`config.mk`:
```
export PLATFORM = sky130hd
export DESIGN_NAME = event_window_counter
export DESIGN_NICKNAME = d
export VERILOG_FILES = /design/src/rtl/event_window_counter_pkg.sv /design/src/rtl/event_window_counter_popcount_pipe.sv /design/src/rtl/event_window_counter.sv
export SDC_FILE = /design/constraint.sdc
export NUM_CORES = 1
export LEC_CHECK = 0
export CAP_MARGIN = 10
export CORE_ASPECT_RATIO = 1.2
export CORE_UTILIZATION = 23
export DETAILED_ROUTE_END_ITERATION = 8
export PLACE_DENSITY_LB_ADDON = 0.15
export SYNTH_ARGS = -nofsm -noshare
export SYNTH_HDL_FRONTEND = slang
export SYNTH_SLANG_ARGS = --single-unit
export TNS_END_PERCENT = 1
```
`constraint.sdc`:
```
create_clock -name clk -period 3 [get_ports clk]
set_input_delay 0.3 -clock clk [delete_from_list [all_inputs] [get_ports clk]]
set_output_delay 0.3 -clock clk [all_outputs]
set_load 0.1 [all_outputs]
```
`src/rtl/event_window_counter_pkg.sv`:
```
// Shared helpers for event_window_counter: width derivations and window FSM state.
package event_pkg;

  function automatic int clog2(input int v);
    int r = 0;
    while ((1 << r) < v) r++;
    return r;
  endfunction

  function automatic int pulse_w(input int n);
    return clog2(2 * n + 1);
  endfunction

  function automatic int pc_w(input int n);
    return clog2(n + 1);
  endfunction

  typedef enum logic {IDLE, RUN} win_state_e;

endpackage

```
`src/rtl/event_window_counter_popcount_pipe.sv`:
```
// Pipelined binary popcount tree, zero-padded to a power of two, with a register
// after every LEVELS_PER_STAGE adder levels and after the final level.
module popcount_pipe
  import event_pkg::*;
#(
  parameter int  NUM_CHANNELS     = 16,
  parameter int  LEVELS_PER_STAGE = 1,
  localparam int PC_W             = pc_w(NUM_CHANNELS)
) (
  input  logic                    clk,
  input  logic                    rst_n,
  input  logic [NUM_CHANNELS-1:0] mask_in,
  output logic [PC_W-1:0]         count_out
);
  localparam int LEVELS = clog2(NUM_CHANNELS);
  localparam int PAD    = 1 << LEVELS;
  localparam int STAGES = (LEVELS + LEVELS_PER_STAGE - 1) / LEVELS_PER_STAGE;

  logic [PAD-1:0]  leaves;
  logic [PC_W-1:0] cur     [PAD];
  logic [PC_W-1:0] stage_d [STAGES][PAD];
  logic [PC_W-1:0] stage_q [STAGES][PAD];

  assign leaves = PAD'(mask_in);

  // Each stage reduces its node vector in place; node i of a level sums 2i and 2i+1 below.
  always_comb begin
    cur     = '{default: '0};
    stage_d = '{default: '0};
    for (int s = 0; s < STAGES; s++) begin
      for (int i = 0; i < PAD; i++)
        cur[i] = (s == 0) ? PC_W'(leaves[i]) : stage_q[(s == 0) ? 0 : s - 1][i];
      for (int l = s * LEVELS_PER_STAGE + 1;
           l <= (((s + 1) * LEVELS_PER_STAGE < LEVELS) ? (s + 1) * LEVELS_PER_STAGE : LEVELS);
           l++)
        for (int i = 0; i < (PAD >> l); i++)
          cur[i] = cur[2 * i] + cur[2 * i + 1];
      stage_d[s] = cur;
    end
  end

  always_ff @(posedge clk or negedge rst_n) begin
    if (!rst_n) stage_q <= '{default: '0};
    else        stage_q <= stage_d;
  end

  assign count_out = stage_q[STAGES-1][0];

endmodule

```
`src/rtl/event_window_counter.sv`:
```
// Per-cycle pulse/pile-up counts plus accumulation over a window of valid samples.
// Define EVENT_CNT_SAT_EN for clamping accumulators and the win_sat output.
module event_window_counter
  import event_pkg::*;
#(
  parameter int  NUM_CHANNELS     = 16,
  parameter int  LEVELS_PER_STAGE = 1,
  parameter int  WIN_W            = 16,
  parameter int  CNT_W            = 32,
  localparam int PULSE_W          = pulse_w(NUM_CHANNELS),
  localparam int PC_W             = pc_w(NUM_CHANNELS)
) (
  input  logic                    clk,
  input  logic                    rst_n,
  input  logic                    valid_in,
  input  logic [NUM_CHANNELS-1:0] event_mask1,
  input  logic [NUM_CHANNELS-1:0] event_mask2,
  input  logic                    win_start,
  input  logic [WIN_W-1:0]        win_len,
  output logic [PULSE_W-1:0]      pulse_this_cycle,
  output logic [PC_W-1:0]         pileup_this_cycle,
  output logic                    valid_out,
  output logic                    win_active,
  output logic                    win_done,
  output logic                    win_partial,
  output logic [CNT_W-1:0]        win_pulse_total,
  output logic [CNT_W-1:0]        win_pileup_total,
  output logic [WIN_W-1:0]        win_samples
`ifdef EVENT_CNT_SAT_EN
  ,
  output logic                    win_sat
`endif
);
  localparam int TREE_STAGES = (clog2(NUM_CHANNELS) + LEVELS_PER_STAGE - 1) / LEVELS_PER_STAGE;

  logic [PC_W-1:0] pc1, pc2;

  popcount_pipe #(.NUM_CHANNELS(NUM_CHANNELS), .LEVELS_PER_STAGE(LEVELS_PER_STAGE)) u_pc1 (
    .clk(clk), .rst_n(rst_n), .mask_in(event_mask1), .count_out(pc1));
  popcount_pipe #(.NUM_CHANNELS(NUM_CHANNELS), .LEVELS_PER_STAGE(LEVELS_PER_STAGE)) u_pc2 (
    .clk(clk), .rst_n(rst_n), .mask_in(event_mask2), .count_out(pc2));

  // One sideband pipe serves both trees so window boundaries stay sample-aligned.
  logic [TREE_STAGES:1] vld_pipe_q, st_pipe_q;
  logic [WIN_W-1:0]     len_pipe_q [1:TREE_STAGES];
  logic                 out_vld_q, out_st_q;
  logic [WIN_W-1:0]     out_len_q;
  logic [PULSE_W-1:0]   pulse_q;
  logic [PC_W-1:0]      pileup_q;

  always_ff @(posedge clk or negedge rst_n) begin
    if (!rst_n) begin
      vld_pipe_q <= '0;
      st_pipe_q  <= '0;
      len_pipe_q <= '{default: '0};
      out_vld_q  <= 1'b0;
      out_st_q   <= 1'b0;
      out_len_q  <= '0;
      pulse_q    <= '0;
      pileup_q   <= '0;
    end else begin
      vld_pipe_q[1] <= valid_in;
      st_pipe_q[1]  <= valid_in & win_start;
      len_pipe_q[1] <= win_len;
      for (int i = 2; i <= TREE_STAGES; i++) begin
        vld_pipe_q[i] <= vld_pipe_q[i-1];
        st_pipe_q[i]  <= st_pipe_q[i-1];
        len_pipe_q[i] <= len_pipe_q[i-1];
      end
      out_vld_q <= vld_pipe_q[TREE_STAGES];
      out_st_q  <= st_pipe_q[TREE_STAGES];
      out_len_q <= len_pipe_q[TREE_STAGES];
      pulse_q   <= PULSE_W'(pc1) + PULSE_W'(pc2);
      pileup_q  <= pc2;
    end
  end

  win_state_e       state_q, state_d;
  logic [CNT_W-1:0] acc_p_q, acc_p_d, acc_u_q, acc_u_d, sum_p, sum_u;
  logic [CNT_W-1:0] tot_p_q, tot_p_d, tot_u_q, tot_u_d;
  logic [WIN_W-1:0] cnt_q, cnt_d, wlen_q, wlen_d, samples_q, samples_d, cnt_inc;
  logic             done_q, done_d, partial_q, partial_d, running;

`ifdef EVENT_CNT_SAT_EN
  logic [CNT_W:0] sum_p_w, sum_u_w;
  logic           clamp, sat_q, sat_d, win_sat_q, win_sat_d;
  assign sum_p_w = {1'b0, acc_p_q} + (CNT_W+1)'(pulse_q);
  assign sum_u_w = {1'b0, acc_u_q} + (CNT_W+1)'(pileup_q);
  assign sum_p   = sum_p_w[CNT_W] ? '1 : sum_p_w[CNT_W-1:0];
  assign sum_u   = sum_u_w[CNT_W] ? '1 : sum_u_w[CNT_W-1:0];
  assign clamp   = sum_p_w[CNT_W] | sum_u_w[CNT_W];
`else
  assign sum_p = acc_p_q + CNT_W'(pulse_q);
  assign sum_u = acc_u_q + CNT_W'(pileup_q);
`endif
  assign cnt_inc = (cnt_q == '1) ? cnt_q : cnt_q + WIN_W'(1);

  always_comb begin
    state_d   = state_q;
    acc_p_d   = acc_p_q;
    acc_u_d   = acc_u_q;
    cnt_d     = cnt_q;
    wlen_d    = wlen_q;
    done_d    = 1'b0;
    partial_d = partial_q;
    tot_p_d   = tot_p_q;
    tot_u_d   = tot_u_q;
    samples_d = samples_q;
    running   = (state_q == RUN);
`ifdef EVENT_CNT_SAT_EN
    sat_d     = sat_q;
    win_sat_d = win_sat_q;
`endif
    // A full window left over from a restart with win_len=1 is reported first.
    if (running && wlen_q != '0 && cnt_q == wlen_q) begin
      done_d = 1'b1; partial_d = 1'b0; tot_p_d = acc_p_q; tot_u_d = acc_u_q;
      samples_d = cnt_q; state_d = IDLE; running = 1'b0;
`ifdef EVENT_CNT_SAT_EN
      win_sat_d = sat_q;
`endif
    end
    if (out_vld_q) begin
      if (out_st_q) begin
        if (running) begin
          done_d = 1'b1; partial_d = 1'b1; tot_p_d = acc_p_q; tot_u_d = acc_u_q;
          samples_d = cnt_q;
`ifdef EVENT_CNT_SAT_EN
          win_sat_d = sat_q;
`endif
        end
`ifdef EVENT_CNT_SAT_EN
        sat_d = 1'b0;
        if (!done_d) win_sat_d = 1'b0;
`endif
        acc_p_d = CNT_W'(pulse_q);
        acc_u_d = CNT_W'(pileup_q);
        cnt_d   = WIN_W'(1);
        wlen_d  = out_len_q;
        state_d = RUN;
        if (out_len_q == WIN_W'(1) && !done_d) begin
          done_d = 1'b1; partial_d = 1'b0; tot_p_d = CNT_W'(pulse_q);
          tot_u_d = CNT_W'(pileup_q); samples_d = WIN_W'(1); state_d = IDLE;
        end
      end else if (running) begin
        acc_p_d = sum_p;
        acc_u_d = sum_u;
        cnt_d   = cnt_inc;
`ifdef EVENT_CNT_SAT_EN
        sat_d   = sat_q | clamp;
`endif
        if (wlen_q != '0 && cnt_inc == wlen_q) begin
          done_d = 1'b1; partial_d = 1'b0; tot_p_d = sum_p; tot_u_d = sum_u;
          samples_d = cnt_inc; state_d = IDLE;
`ifdef EVENT_CNT_SAT_EN
          win_sat_d = sat_q | clamp;
`endif
        end
      end
    end
  end

  always_ff @(posedge clk or negedge rst_n) begin
    if (!rst_n) begin
      state_q   <= IDLE;
      acc_p_q   <= '0;
      acc_u_q   <= '0;
      cnt_q     <= '0;
      wlen_q    <= '0;
      done_q    <= 1'b0;
      partial_q <= 1'b0;
      tot_p_q   <= '0;
      tot_u_q   <= '0;
      samples_q <= '0;
`ifdef EVENT_CNT_SAT_EN
      sat_q     <= 1'b0;
      win_sat_q <= 1'b0;
`endif
    end else begin
      state_q   <= state_d;
      acc_p_q   <= acc_p_d;
      acc_u_q   <= acc_u_d;
      cnt_q     <= cnt_d;
      wlen_q    <= wlen_d;
      done_q    <= done_d;
      partial_q <= partial_d;
      tot_p_q   <= tot_p_d;
      tot_u_q   <= tot_u_d;
      samples_q <= samples_d;
`ifdef EVENT_CNT_SAT_EN
      sat_q     <= sat_d;
      win_sat_q <= win_sat_d;
`endif
    end
  end

  assign pulse_this_cycle  = pulse_q;
  assign pileup_this_cycle = pileup_q;
  assign valid_out         = out_vld_q;
  assign win_active        = (state_q == RUN);
  assign win_done          = done_q;
  assign win_partial       = partial_q;
  assign win_pulse_total   = tot_p_q;
  assign win_pileup_total  = tot_u_q;
  assign win_samples       = samples_q;
`ifdef EVENT_CNT_SAT_EN
  assign win_sat           = win_sat_q;
`endif

endmodule

```
### Word-level counts from Yosys, hierarchy flattened

Cells that the tools add are included.

* $add $sub $neg: 34
* eq/ne operators: 4
* multiplexer cells: 50
* bitwise gates (word level): 1
* reduce and logical (&&, ||, !) cells: 9

Operator list (number)
* $mux 32: 18
* $mux 16: 10
* $add 5x5->5: 14
* $add 1x1->2: 16
* $add 32x5->32: 1
* $add 32x6->32: 1
* $eq 16x16->1: 2
* $mux 1: 22
* $add 16x1->16 const B: 1
* $eq 16x1->1 const B: 1
* $eq 16x16->1 const B: 1
* $reduce_bool 16->1: 1
* $add 5x5->6: 1
* $logic_and 1x1->1: 4
* $reduce_and 2->1: 2
* $reduce_bool 2->1: 1
* $and 1x1->1: 1
* $logic_not 1->1: 1

* register bits after elaboration: 430
* output and inout bits: 95

### Depth between registers and ports, before layout

Gate-level depths: netlist of the first run.

* depth in word-level cells: 12
* mapped depth: 13

### Hierarchy

Synthesis of the first run repeated with hierarchy kept, for this count alone.

* cell total of the unflattened synthesis: 1903
* area, all modules: 18505.2 um2

By module, submodules not included
* event_window_counter: instances 1, cells an instance 1683, area each 15182.1 um2, seq. area each 7006.7 um2
* popcount_pipe: instances 2, cells an instance 110, area each 1661.6 um2, seq. area each 1026.0 um2

### Worst setup path before layout of the first run

Ideal clock, no wire load.

* path kind: reg-to-reg
* start point: register pileup_q[0] (netlist: pileup_this_cycle[0])
* end point: register tot_u_q[26] (netlist: win_pileup_total[26])
* library setup time: 123 ps
* data arrival time: 3435 ps
* setup slack: -557 ps
* cell stages (with the launch flop): 13
* buffers on the path: 0
* cells stage by stage: dfrtp_1 ha_1 inv_1 fa_1 nor2b_1 o31a_1 nor2_1 or4_1 nor2_1 nand3_1 xor2_1 a21oi_1 o221a_2

* longest elaborated chain between the ends: 5

Ends and longest elaborated chain
* from (decl): RTL line event_window_counter.sv:49 `logic [PC_W-1:0] pileup_q;`
* from (signal assigned): RTL line event_window_counter.sv:74 `pileup_q <= pc2;`
* $add 32x5->32: RTL line event_window_counter.sv:94 `assign sum_u = acc_u_q + CNT_W'(pileup_q);`
* $mux 32: RTL line event_window_counter.sv:151 `if (wlen_q != '0 && cnt_inc == wlen_q) begin`
* $mux 32: RTL line event_window_counter.sv:144 `end else if (running) begin`
* $mux 32: RTL line event_window_counter.sv:123 `if (out_st_q) begin`
* $mux 32: RTL line event_window_counter.sv:122 `if (out_vld_q) begin`
* via tot_u_d[26]: RTL line event_window_counter.sv:80 `logic [CNT_W-1:0] tot_p_q, tot_p_d, tot_u_q, tot_u_d;`
* to (signal assigned): RTL line event_window_counter.sv:187 `tot_u_q <= tot_u_d;`
* to (decl): RTL line event_window_counter.sv:80

The timed path passes the listed nets, and every way through them passes these cells.
A chain may end at the register's enable or synchronous reset.

### Worst setup path in the final report of the first run

* start point: register cnt_q[6]
* end point: register tot_u_q[25] (netlist: win_pileup_total[25])

* longest elaborated chain between the ends: 11
* elaborated cells between the ends (all ways): 21
* those cells by class: add/sub: 1; eq/ne: 3; mux: 13; reduce/logical: 4

Ends and longest elaborated chain
* from (decl): RTL line event_window_counter.sv:81 `logic [WIN_W-1:0] cnt_q, cnt_d, wlen_q, wlen_d, samples_q, samples_d, cnt_inc;`
* from (signal assigned): RTL line event_window_counter.sv:182 `cnt_q <= cnt_d;`
* branches (longest 10 deep; another with $add 16x1->16)
* $mux 32 *: RTL line event_window_counter.sv:122
* via tot_u_d[25]: RTL line event_window_counter.sv:80

Mark *: on every way through the listed nets, which the timed path passes. The select of a mux whose other input is x is not followed.

==> results.py, run 1 <==
metrics = {
    "sta": {
        "fin_crit_sh": 1.11,
        "max_slew.worst_pin.slew_ns": 0.816,
        "fin_crit_ns": 3.33,
        "relSlewSlack": 0.456,
        "skew_ns": 0.0319,
        "timing_hold_violations_final": 0,
        "holdWs_ns": 0.151,
        "rsz0062_at_grt": "true",
        "setup_tns_ns": -15.71,
        "fin_ws_ns": -0.333,
        "timing.fmax_mhz": 300,
        "setup_viol": 83,
        "maxSlewViolCount": 0,
    },
    "global_route": {
        "track_usage": 0.178,
        "grt-ovfl-total": 0,
        "use_met2": 0.307,
        "use_met3": 0.0350,
        "top_usage_layer": "met2",
        "grt_pass1_wl_um": 116000,
        "grt_max_degree": 87,
        "antenna_found_initial": 0,
        "grt_pass1_vias": 18600,
        "gr-usage-met1": 0.226,
    },
    "worst_hold_path": {
        "min-delay-path-class": "input pin to flip-flop",
    },
    "setup_path": {
        "arrival_ns": 3.79,
        "critPathKind": "flip-flop to flip-flop",
        "worst_setup_path_start_kind": "flip-flop",
        "cp_max_fo": 6,
        "end_kind": "flip-flop",
        "reg2reg_setup_slack_ns": -0.33,
        "cp.required_ns": 3.46,
    },
    "layout": {
        "multi_input_area_um2": 10100,
        "num-fill-cells": 8645,
        "drive_gt1_frac": 0.260,
        "nNetsFinal": 2593,
        "final_util": 0.320,
        "instances_no_fill": 3622,
        "areaGrowthSynthToFinish_pct": 37.9,
        "fin_area_um2": 26700,
        "register_area_um2": 9090,
    },
    "clock_tree": {
        "cts_tree": "done",
        "numClockSinks": 362,
        "clockBufferDepth": 3,
        "clkTransAtPathRegs_ns": 0.06,
        "cts_root_buffer": "clkbuf_16",
        "htree_levels": 2,
        "worstSkewPairLatency_ns": 0.60,
        "cts_made_buffers": 46,
    },
    "power": {
        "p_switching_mw": 7.78,
        "p_comb_frac": 0.374,
        "seqPwrFrac": 0.324,
        "power.internal_mw": 11.5,
        "leakage_nw": 11.7,
        "power.total_mw": 19.3,
        "ir_drop_mv": 0.346,
        "clockPowerShare": 0.301,
        "powerDensity_nw_per_um2": 724,
        "switching_share": 0.403,
    },
    "logic_synthesis": {
        "syn_inst": 2114,
        "ys_async_sr_fraction": 1.00,
        "ys_seq_area_frac": 0.469,
        "ys.warnings.count": 0,
        "avgSynthCellArea_um2": 9.14,
        "synth-main-ff-cell": "dfrtp_1",
        "synth_seq_cells": 362,
        "syn_nets": 2244,
        "synth_enable_flop_cells": 0,
        "netlist_area_um2": 19300,
        "synth.distinct_cells": 76,
    },
    "route": {
        "viasPerCell": 4.99,
        "vias": 18100,
        "detail-route-antenna-nets": 0,
        "drt-total-wl_um": 76800,
        "dr.first_iter.drc_count": 1292,
        "routedWlPerCell_um": 21.2,
        "first_pass_iters": 8,
        "drc": 0,
    },
    "die": {
        "die_h_um": 320,
        "dieArea_um2": 85200,
        "core_um2": 83300,
        "rows": 116,
        "io_pins": 147,
        "die_x_um": 267,
        "start_util": 0.232,
    },
    "placed_design": {
        "dp_hpwl_um": 52500,
        "dpl-instance-area_um2": 23900,
        "dp_cells": 3496,
        "numPortBuffers": 146,
        "place_congestion": 0.863,
        "post-place-ws_ns": -0.540,
    },
    "status": {
        "violations": "negative setup slack",
        "outcome": "complete, but fails checks",
    },
    "run": {
        "maxCapViolCount": 0,
    },
}
## critical path, stage by stage, from the launching register on
cell	delay, ns
dfrtp_2	0.42
nand3_2	0.09
or3_4	0.43
buf_6	0.14
o41ai_4	0.41
xor2_1	0.27
buf_4	0.19
nand2_8	0.06
nor4_4	0.31
buf_6	0.22
buf_12	0.12
clkbuf_16	0.13
a31oi_1	0.07
o31ai_1	0.25
a21oi_1	0.07
## layout by cell type, fill, tap and decap left out, drive strengths merged, types with 26 or more instances in the layout
master and instances:
inv 58, dfrtp 362, nand3 84, ha 61, and3 30, o31ai 47
clkbuf 68, mux2i 31, xor2 26, buf 416, a31oi 55, nor2 125
clkdlybuf4s50 50, o211ai 26, nand4 56, xnor2 31, a21oi 131, o21ai 217
nand2 317
## worst paths after layout
check	start	end	cells after the start
max	cnt_q[6]	win_pileup_total[25]	14
max reg2reg	cnt_q[6]	win_pileup_total[25]	14
max in group asynchronous	rst_n	win_pileup_total[25]	3
min reg2reg	len_pipe_q[34]	len_pipe_q[18]	0
min in group asynchronous	rst_n	u_pc2.stage_q[305]	2
min	win_len[0]	len_pipe_q[48]	1
## flip-flops by register name, indices dropped and copies added, names as in the netlist, 6 cells and up, named ones only
signal and flops:
u_pc1.stage_q 18, acc_p_q 32, out_len_q 16, cnt_q 16, win_pulse_total 26, len_pipe_q 64, u_pc1.stage_d 14, u_pc2.stage_d 14
u_pc2.stage_q 18, win_pileup_total 27, pulse_this_cycle 6, acc_u_q 32, wlen_q 16, win_samples 16
## power by group through the flow
stage,registers [mW],clock network (mW),logic (mW)
floorplan,8.14,0,2.68
global placement,6.33,0,6.88
detailed placement,6.34,0,6.96
CTS,6.27,6.01,7.12
global route,6.35,6.21,7.81
finish,6.26,5.81,7.21
## metal layers
| metal | share of wire | vias up |
|---|---|---|
| li1 | - | 8358 |
| met1 | 0.43 | 9089 |
| met2 | 0.49 | 530 |
| met3 | 0.057 | 101 |
| met4 | 0.022 | 0 |
| met5 | 0 | - |
## what timing repair did
item,in CTS,in global routing
resized for setup,90,91
buffers inserted,18,17
pin swaps,31,36
gates cloned,3,2
hold buffers,1,0
setup endpoints to repair,114,151
endpoints found under the hold margin,73,0
## synth_stat cells (47+ instances only)
cell      instances  share of area
nor2_1          124          0.024
dfrtp_1         362           0.47
inv_1            55          0.011
a21oi_1         131          0.034
o21ai_0         203          0.053
nand2_1         317          0.062
nand4_1          55          0.018
o31ai_1          47          0.018
nand3_1          83          0.021
a31oi_1          55          0.018
clkbuf_1        133          0.026
ha_1             61          0.039
## area by class of cell
class,instances,area share
diodes,1,0.0000939
clock buffers,66,0.0501
clock inverters,19,0.00948
inverters,56,0.00789
multi-input cells,1527,0.379
flip-flops and latches,362,0.341
well taps,1121,0.0526
repair buffers,470,0.160
## logic make-up (layout without fill, tap and decap cells)
kind of cell,count (synthesis),in the layout,synth area share
AO/OA/AOI/OAI,645,645,0.212
XOR/XNOR,57,57,0.0258
adder cells (fa/ha/maj),78,78,0.0571
buffers and inverters,225,611,0.0463
flip-flops,362,362,0.469
multiplexers,31,31,0.0161
other,0,1,0
AND/OR/NAND/NOR,716,716,0.174
No activity file was read; power rests on OpenSTA's default activity.
==> run 2, diff against run 1 <==
--- a/config.mk
+++ b/config.mk
@@ -7,7 +7,7 @@
 export LEC_CHECK = 0
 export CAP_MARGIN = 10
 export CORE_ASPECT_RATIO = 1.2
-export CORE_UTILIZATION = 23
+export CORE_UTILIZATION = 29
 export DETAILED_ROUTE_END_ITERATION = 8
 export PLACE_DENSITY_LB_ADDON = 0.15
 export SYNTH_ARGS = -nofsm -noshare
==> results.py, run 2 (synthesis results as in run 1) <==
metrics = {
    "route": {
        "dr.first_iter.drc_count": 1228,
        "first_pass_iters": 6,
        "routedWlPerCell_um": 21.4,
        "drc": 0,
        "detail-route-antenna-nets": 0,
        "vias": 17800,
        "drt-total-wl_um": 71400,
        "viasPerCell": 5.32,
    },
    "global_route": {
        "grt_max_degree": 106,
        "grt-ovfl-total": 0,
        "grt_pass1_wl_um": 110000,
        "antenna_found_initial": 0,
        "track_usage": 0.212,
        "grt_pass1_vias": 18000,
    },
    "setup_path": {
        "cp_cell_sequence": "buf_4, nand4_1, o41ai_2, o41ai_4, buf_4, xor2_4, nand3_1, nor4_4, buf_4, a21o_4, buf_12, buf_12, o221ai_1, a21oi_1",
        "critPathKind": "flip-flop to flip-flop",
        "path_buf_inv": 5,
        "cp.required_ns": 3.50,
        "worst_path_most_repeated_cell": "buf_4",
        "cpPeakStageDelay_ns": 0.43,
        "end_kind": "flip-flop",
        "slowest_stage": "dfrtp_1",
        "cp_max_fo": 12,
        "r2r_start": "cnt_q[9]",
        "startpoint": "cnt_q[9]",
        "critical_path.top_delay_family": "compound AO/OA/AOI/OAI gates",
        "worst_setup_path_start_kind": "flip-flop",
        "arrival_ns": 3.70,
    },
    "layout": {
        "areaGrowthSynthToFinish_pct": 32.8,
        "top_register": "len_pipe_q",
        "layout_commonest_cell": "dfrtp_1",
        "fin_area_um2": 25700,
        "final_util": 0.390,
        "nNetsFinal": 2551,
        "instances_no_fill": 3343,
        "antenna_cells": 0,
        "largestRegisters": "len_pipe_q x64, acc_p_q x32, acc_u_q x32",
        "final_cell_mix": "dfrtp_1 (346), buf_4 (327), nand2_1 (312)",
        "largest_reg_flops": 64,
        "drive_gt1_frac": 0.232,
    },
    "power": {
        "powerDensity_nw_per_um2": 726,
        "ir_drop_mv": 0.435,
        "leakage_nw": 11.4,
    },
    "placed_design": {
        "numPortBuffers": 146,
        "place_congestion": 0.896,
        "dp_hpwl_um": 49400,
        "dp_cells": 3244,
        "dpl-instance-area_um2": 23400,
        "post-place-ws_ns": -0.450,
    },
    "sta": {
        "setup_viol": 80,
        "relSlewSlack": 0.440,
        "fin_ws_ns": -0.205,
        "setup_tns_ns": -9.55,
        "timing.fmax_mhz": 312,
        "max_slew.worst_pin.slew_ns": 0.839,
        "fin_crit_ns": 3.20,
        "skew_ns": 0.0170,
        "maxSlewViolCount": 0,
        "fin_crit_sh": 1.07,
        "rsz0062_at_grt": "true",
        "timing_hold_violations_final": 0,
    },
    "clock_tree": {
        "clockBufferDepth": 3,
        "worstSkewPairLatency_ns": 0.59,
        "cts_made_buffers": 43,
        "htree_levels": 2,
        "clkTransAtPathRegs_ns": 0.06,
        "cts_tree": "done",
        "cts_root_buffer": "clkbuf_16",
        "numClockSinks": 362,
    },
    "die": {
        "start_util": 0.294,
        "dieArea_um2": 67700,
        "die_h_um": 285,
        "io_pins": 147,
        "rows": 103,
        "die_x_um": 238,
        "core_um2": 65900,
    },
    "worst_hold_path": {
        "hp-start": "win_len[5]",
        "min-delay-path-class": "input pin to flip-flop",
    },
    "status": {
        "outcome": "complete, but fails checks",
        "violations": "negative setup slack",
    },
    "run": {
        "maxCapViolCount": 0,
    },
}
run 2: cell count changes in the layout (fill, tap and decap cells not counted), moves of 4 or more:
cell and delta:
clkbuf_8 -5, a21oi_4 -4, o221ai_2 -4, nor2_1 +5, a21oi_2 -9, nor2_4 -5
clkbuf_16 -4, buf_4 -33, a21oi_1 +13, buf_6 -5, o221ai_1 +4
run 2: metal layers:
metal | global-route usage | vias up | routed length (µm)
li1 | - | 8259 | -
met1 | 0.275 | 8841 | 30500
met2 | 0.360 | 575 | 34800
met3 | 0.0371 | 108 | 4270
met4 | 0.0594 | 0 | 1780
met5 | 0 | - | 0
run 2: cell type report:
type / instances / area, µm²
Clock buffer: 61 / 1200
Clock inverter: 14 / 191
Fill cell: 6540 / 40200
Inverter: 56 / 210
Multi-Input combinational cell: 1527 / 9920
Sequential cell: 362 / 9090
Tap cell: 892 / 1120
Timing Repair Buffer: 431 / 3940
run 2: final timing paths:
| kind | slack (ns) | cells after the start | end |
|---|---|---|---|
| max reg2reg | -0.20 | 14 | win_pileup_total[31] |
| max | -0.20 | 14 | win_pileup_total[31] |
| min reg2reg | 0.34 | 0 | out_len_q[9] |
| max in group asynchronous | 1.80 | 3 | cnt_q[6] |
| min in group asynchronous | 0.23 | 2 | u_pc2.stage_q[311] |
| min | 0.15 | 1 | len_pipe_q[53] |
run 2: power breakdown:
part | total [mW] | switching [mW] | internal, mW
clock network | 5.28 | 2.22 | 3.06
registers | 6.26 | 0.635 | 5.62
logic | 7.10 | 4.73 | 2.38
run 2: what timing repair did:
item | CTS | global route
endpoints found under the setup margin | 119 | 161
setup buffers | 15 | 4
gates resized for setup | 82 | 54
hold buffers | 1 | 0
cloned | 4 | 1
hold endpoints to repair | 46 | 0
pin swaps | 21 | 24
run 2: worst register-to-register path: cells and delay by family (launching register included):
kind | cells | cell delay, ns
xor+xnor | 1 | 0.16
buf+inv | 5 | 0.95
compound gates | 5 | 1.00
simple gates | 3 | 0.57
flops | 1 | 0.43
run 2: metrics by stage:
| stage | hold WS [ns] | power, mW |
|---|---|---|
| 3_5_place_dp | 0.248 | 13.3 |
| 2_1_floorplan | 0.00441 | 10.8 |
| 6_report | 0.154 | 18.6 |
| 4_1_cts | 0.118 | 18.8 |
| 5_1_grt | 0.130 | 19.7 |
| 3_3_place_gp | 0.247 | 13.2 |
==> run 3, diff against run 2 <==
--- a/config.mk
+++ b/config.mk
@@ -6,6 +6,8 @@
 export NUM_CORES = 1
 export LEC_CHECK = 0
 export CAP_MARGIN = 10
+export CELL_PAD_IN_SITES_DETAIL_PLACEMENT = 1
+export CELL_PAD_IN_SITES_GLOBAL_PLACEMENT = 1
 export CORE_ASPECT_RATIO = 1.2
 export CORE_UTILIZATION = 29
 export DETAILED_ROUTE_END_ITERATION = 8
==> results.py, run 3 (synthesis results as in run 1) <==
metrics = {
    "status": {
        "outcome": "complete, but fails checks",
        "violations": "negative setup slack",
    },
    "clock_tree": {
        "cts_tree": "done",
        "numClockSinks": 362,
        "htree_levels": 2,
        "worstSkewPairLatency_ns": 0.59,
        "cts_root_buffer": "clkbuf_16",
        "cts_made_buffers": 43,
        "clockBufferDepth": 3,
        "clkTransAtPathRegs_ns": 0.06,
    },
    "route": {
        "drt-total-wl_um": 76700,
        "routedWlPerCell_um": 22.6,
        "vias": 18300,
        "detail-route-antenna-nets": 0,
        "dr.first_iter.drc_count": 990,
        "first_pass_iters": 5,
        "drc": 0,
        "viasPerCell": 5.38,
    },
    "global_route": {
        "grt_pass1_wl_um": 119000,
        "use_met2": 0.401,
        "use_met3": 0.0379,
        "gr-usage-met1": 0.279,
        "top_usage_layer": "met2",
        "grt_pass1_vias": 19900,
        "grt-ovfl-total": 0,
        "track_usage": 0.228,
        "grt_max_degree": 82,
        "antenna_found_initial": 0,
    },
    "sta": {
        "fin_crit_ns": 3.26,
        "setup_tns_ns": -13.79,
        "fin_crit_sh": 1.09,
        "maxSlewViolCount": 0,
        "setup_viol": 84,
        "rsz0062_at_grt": "true",
        "timing_hold_violations_final": 0,
        "relSlewSlack": 0.333,
        "fin_ws_ns": -0.256,
        "skew_ns": 0.0283,
        "max_slew.worst_pin.slew_ns": 1.00,
        "timing.fmax_mhz": 307,
    },
    "power": {
        "ir_drop_mv": 0.678,
        "powerDensity_nw_per_um2": 720,
        "leakage_nw": 11.7,
    },
    "setup_path": {
        "cpPeakStageDelay_ns": 0.43,
        "path_buf_inv": 5,
        "arrival_ns": 3.76,
        "cp.required_ns": 3.50,
        "r2r_start": "cnt_q[0]",
        "worst_setup_path_start_kind": "flip-flop",
        "slowest_stage": "or3_4",
        "cp_cell_sequence": "buf_4, nand3_4, or3_4, o21a_4, nor4_4, o2111ai_4, buf_12, nor4_4, buf_4, a21o_4, buf_12, buf_16, o221ai_4, a211oi_2",
        "critical_path.top_delay_family": "simple AND/OR/NAND/NOR gates",
        "cp_max_fo": 5,
        "end_kind": "flip-flop",
        "critPathKind": "flip-flop to flip-flop",
        "startpoint": "cnt_q[0]",
    },
    "layout": {
        "top_register": "len_pipe_q",
        "largest_reg_flops": 64,
        "largestRegisters": "len_pipe_q x64, acc_p_q x32, acc_u_q x32",
        "nNetsFinal": 2600,
        "drive_gt1_frac": 0.261,
        "final_cell_mix": "buf_4 (364), dfrtp_1 (349), nand2_1 (308)",
        "layout_commonest_cell": "buf_4",
        "fin_area_um2": 26300,
        "num-fill-cells": 7446,
        "areaGrowthSynthToFinish_pct": 35.9,
        "antenna_cells": 0,
    },
    "die": {
        "io_pins": 147,
        "dieArea_um2": 67700,
        "core_um2": 65900,
        "die_x_um": 238,
        "die_h_um": 285,
        "start_util": 0.294,
        "rows": 103,
    },
    "placed_design": {
        "post-place-ws_ns": -0.434,
        "dpl-instance-area_um2": 23600,
        "numPortBuffers": 146,
        "dp_hpwl_um": 53300,
        "place_congestion": 0.887,
    },
    "worst_hold_path": {
        "hp-start": "win_len[3]",
        "min-delay-path-class": "input pin to flip-flop",
    },
    "run": {
        "maxCapViolCount": 0,
    },
}
[run 3: what timing repair did]
item,in CTS,in global routing
buffers inserted,33,13
gates cloned,3,0
gates resized for setup,106,109
hold buffers,1,0
setup endpoints to repair,99,162
pin swaps,48,59
endpoints found under the hold margin,54,0
[run 3: layout make-up]
type,instances,area [µm²],area share
Clock buffer,64,1260,0.0478
Clock inverter,13,150,0.00572
Inverter,56,210,0.00800
Multi-Input combinational cell,1527,10100,0.386
Sequential cell,362,9080,0.346
Tap cell,892,1120,0.0425
Timing Repair Buffer,480,4300,0.164
[run 3: layer usage]
layer	part of all wire	wire, µm
met1	0.42	32300
met2	0.50	38500
met3	0.046	3500
met4	0.030	2330
met5	0	0
[run 3: worst reg2reg max path: stages (launching register included)]
cell and delay [ns]:
dfrtp_1 0.40, buf_4 0.16, nand3_4 0.07, or3_4 0.43, o21a_4 0.25, nor4_4 0.31
o2111ai_4 0.17, buf_12 0.18, nor4_4 0.28, buf_4 0.17, a21o_4 0.18, buf_12 0.12
buf_16 0.12, o221ai_4 0.10, a211oi_2 0.22
[run 3: worst paths after layout]
kind | endpoint | slack, ns | cells past startpoint
max in group asynchronous | len_pipe_q[58] | 1.68 | 4
min | len_pipe_q[51] | 0.17 | 1
min in group asynchronous | u_pc2.stage_q[306] | 0.24 | 2
min reg2reg | out_len_q[3] | 0.34 | 0
max | win_pileup_total[27] | -0.26 | 14
max reg2reg | win_pileup_total[27] | -0.26 | 14
[run 3: through the flow]
| step | total power, mW | utilization | hold WS (ns) | instances |
|---|---|---|---|---|
| finish | 18.9 | 0.399 | 0.168 | 3394 |
| global route | 19.9 | 0.399 | 0.160 | 3394 |
| detailed placement | 13.3 | 0.359 | 0.274 | 3271 |
| CTS | 19.0 | 0.392 | 0.148 | 3383 |
| floorplan | 10.8 | - | 0.00441 | 2114 |
| global placement | 13.1 | 0.359 | 0.265 | 3271 |
[run 3: report_power, final]
group	leakage, nW	switching, mW	internal, mW
Clock	0.683	2.22	3.08
Combinational	6.48	4.86	2.48
Sequential	4.52	0.644	5.62
Total	11.7	7.73	11.2
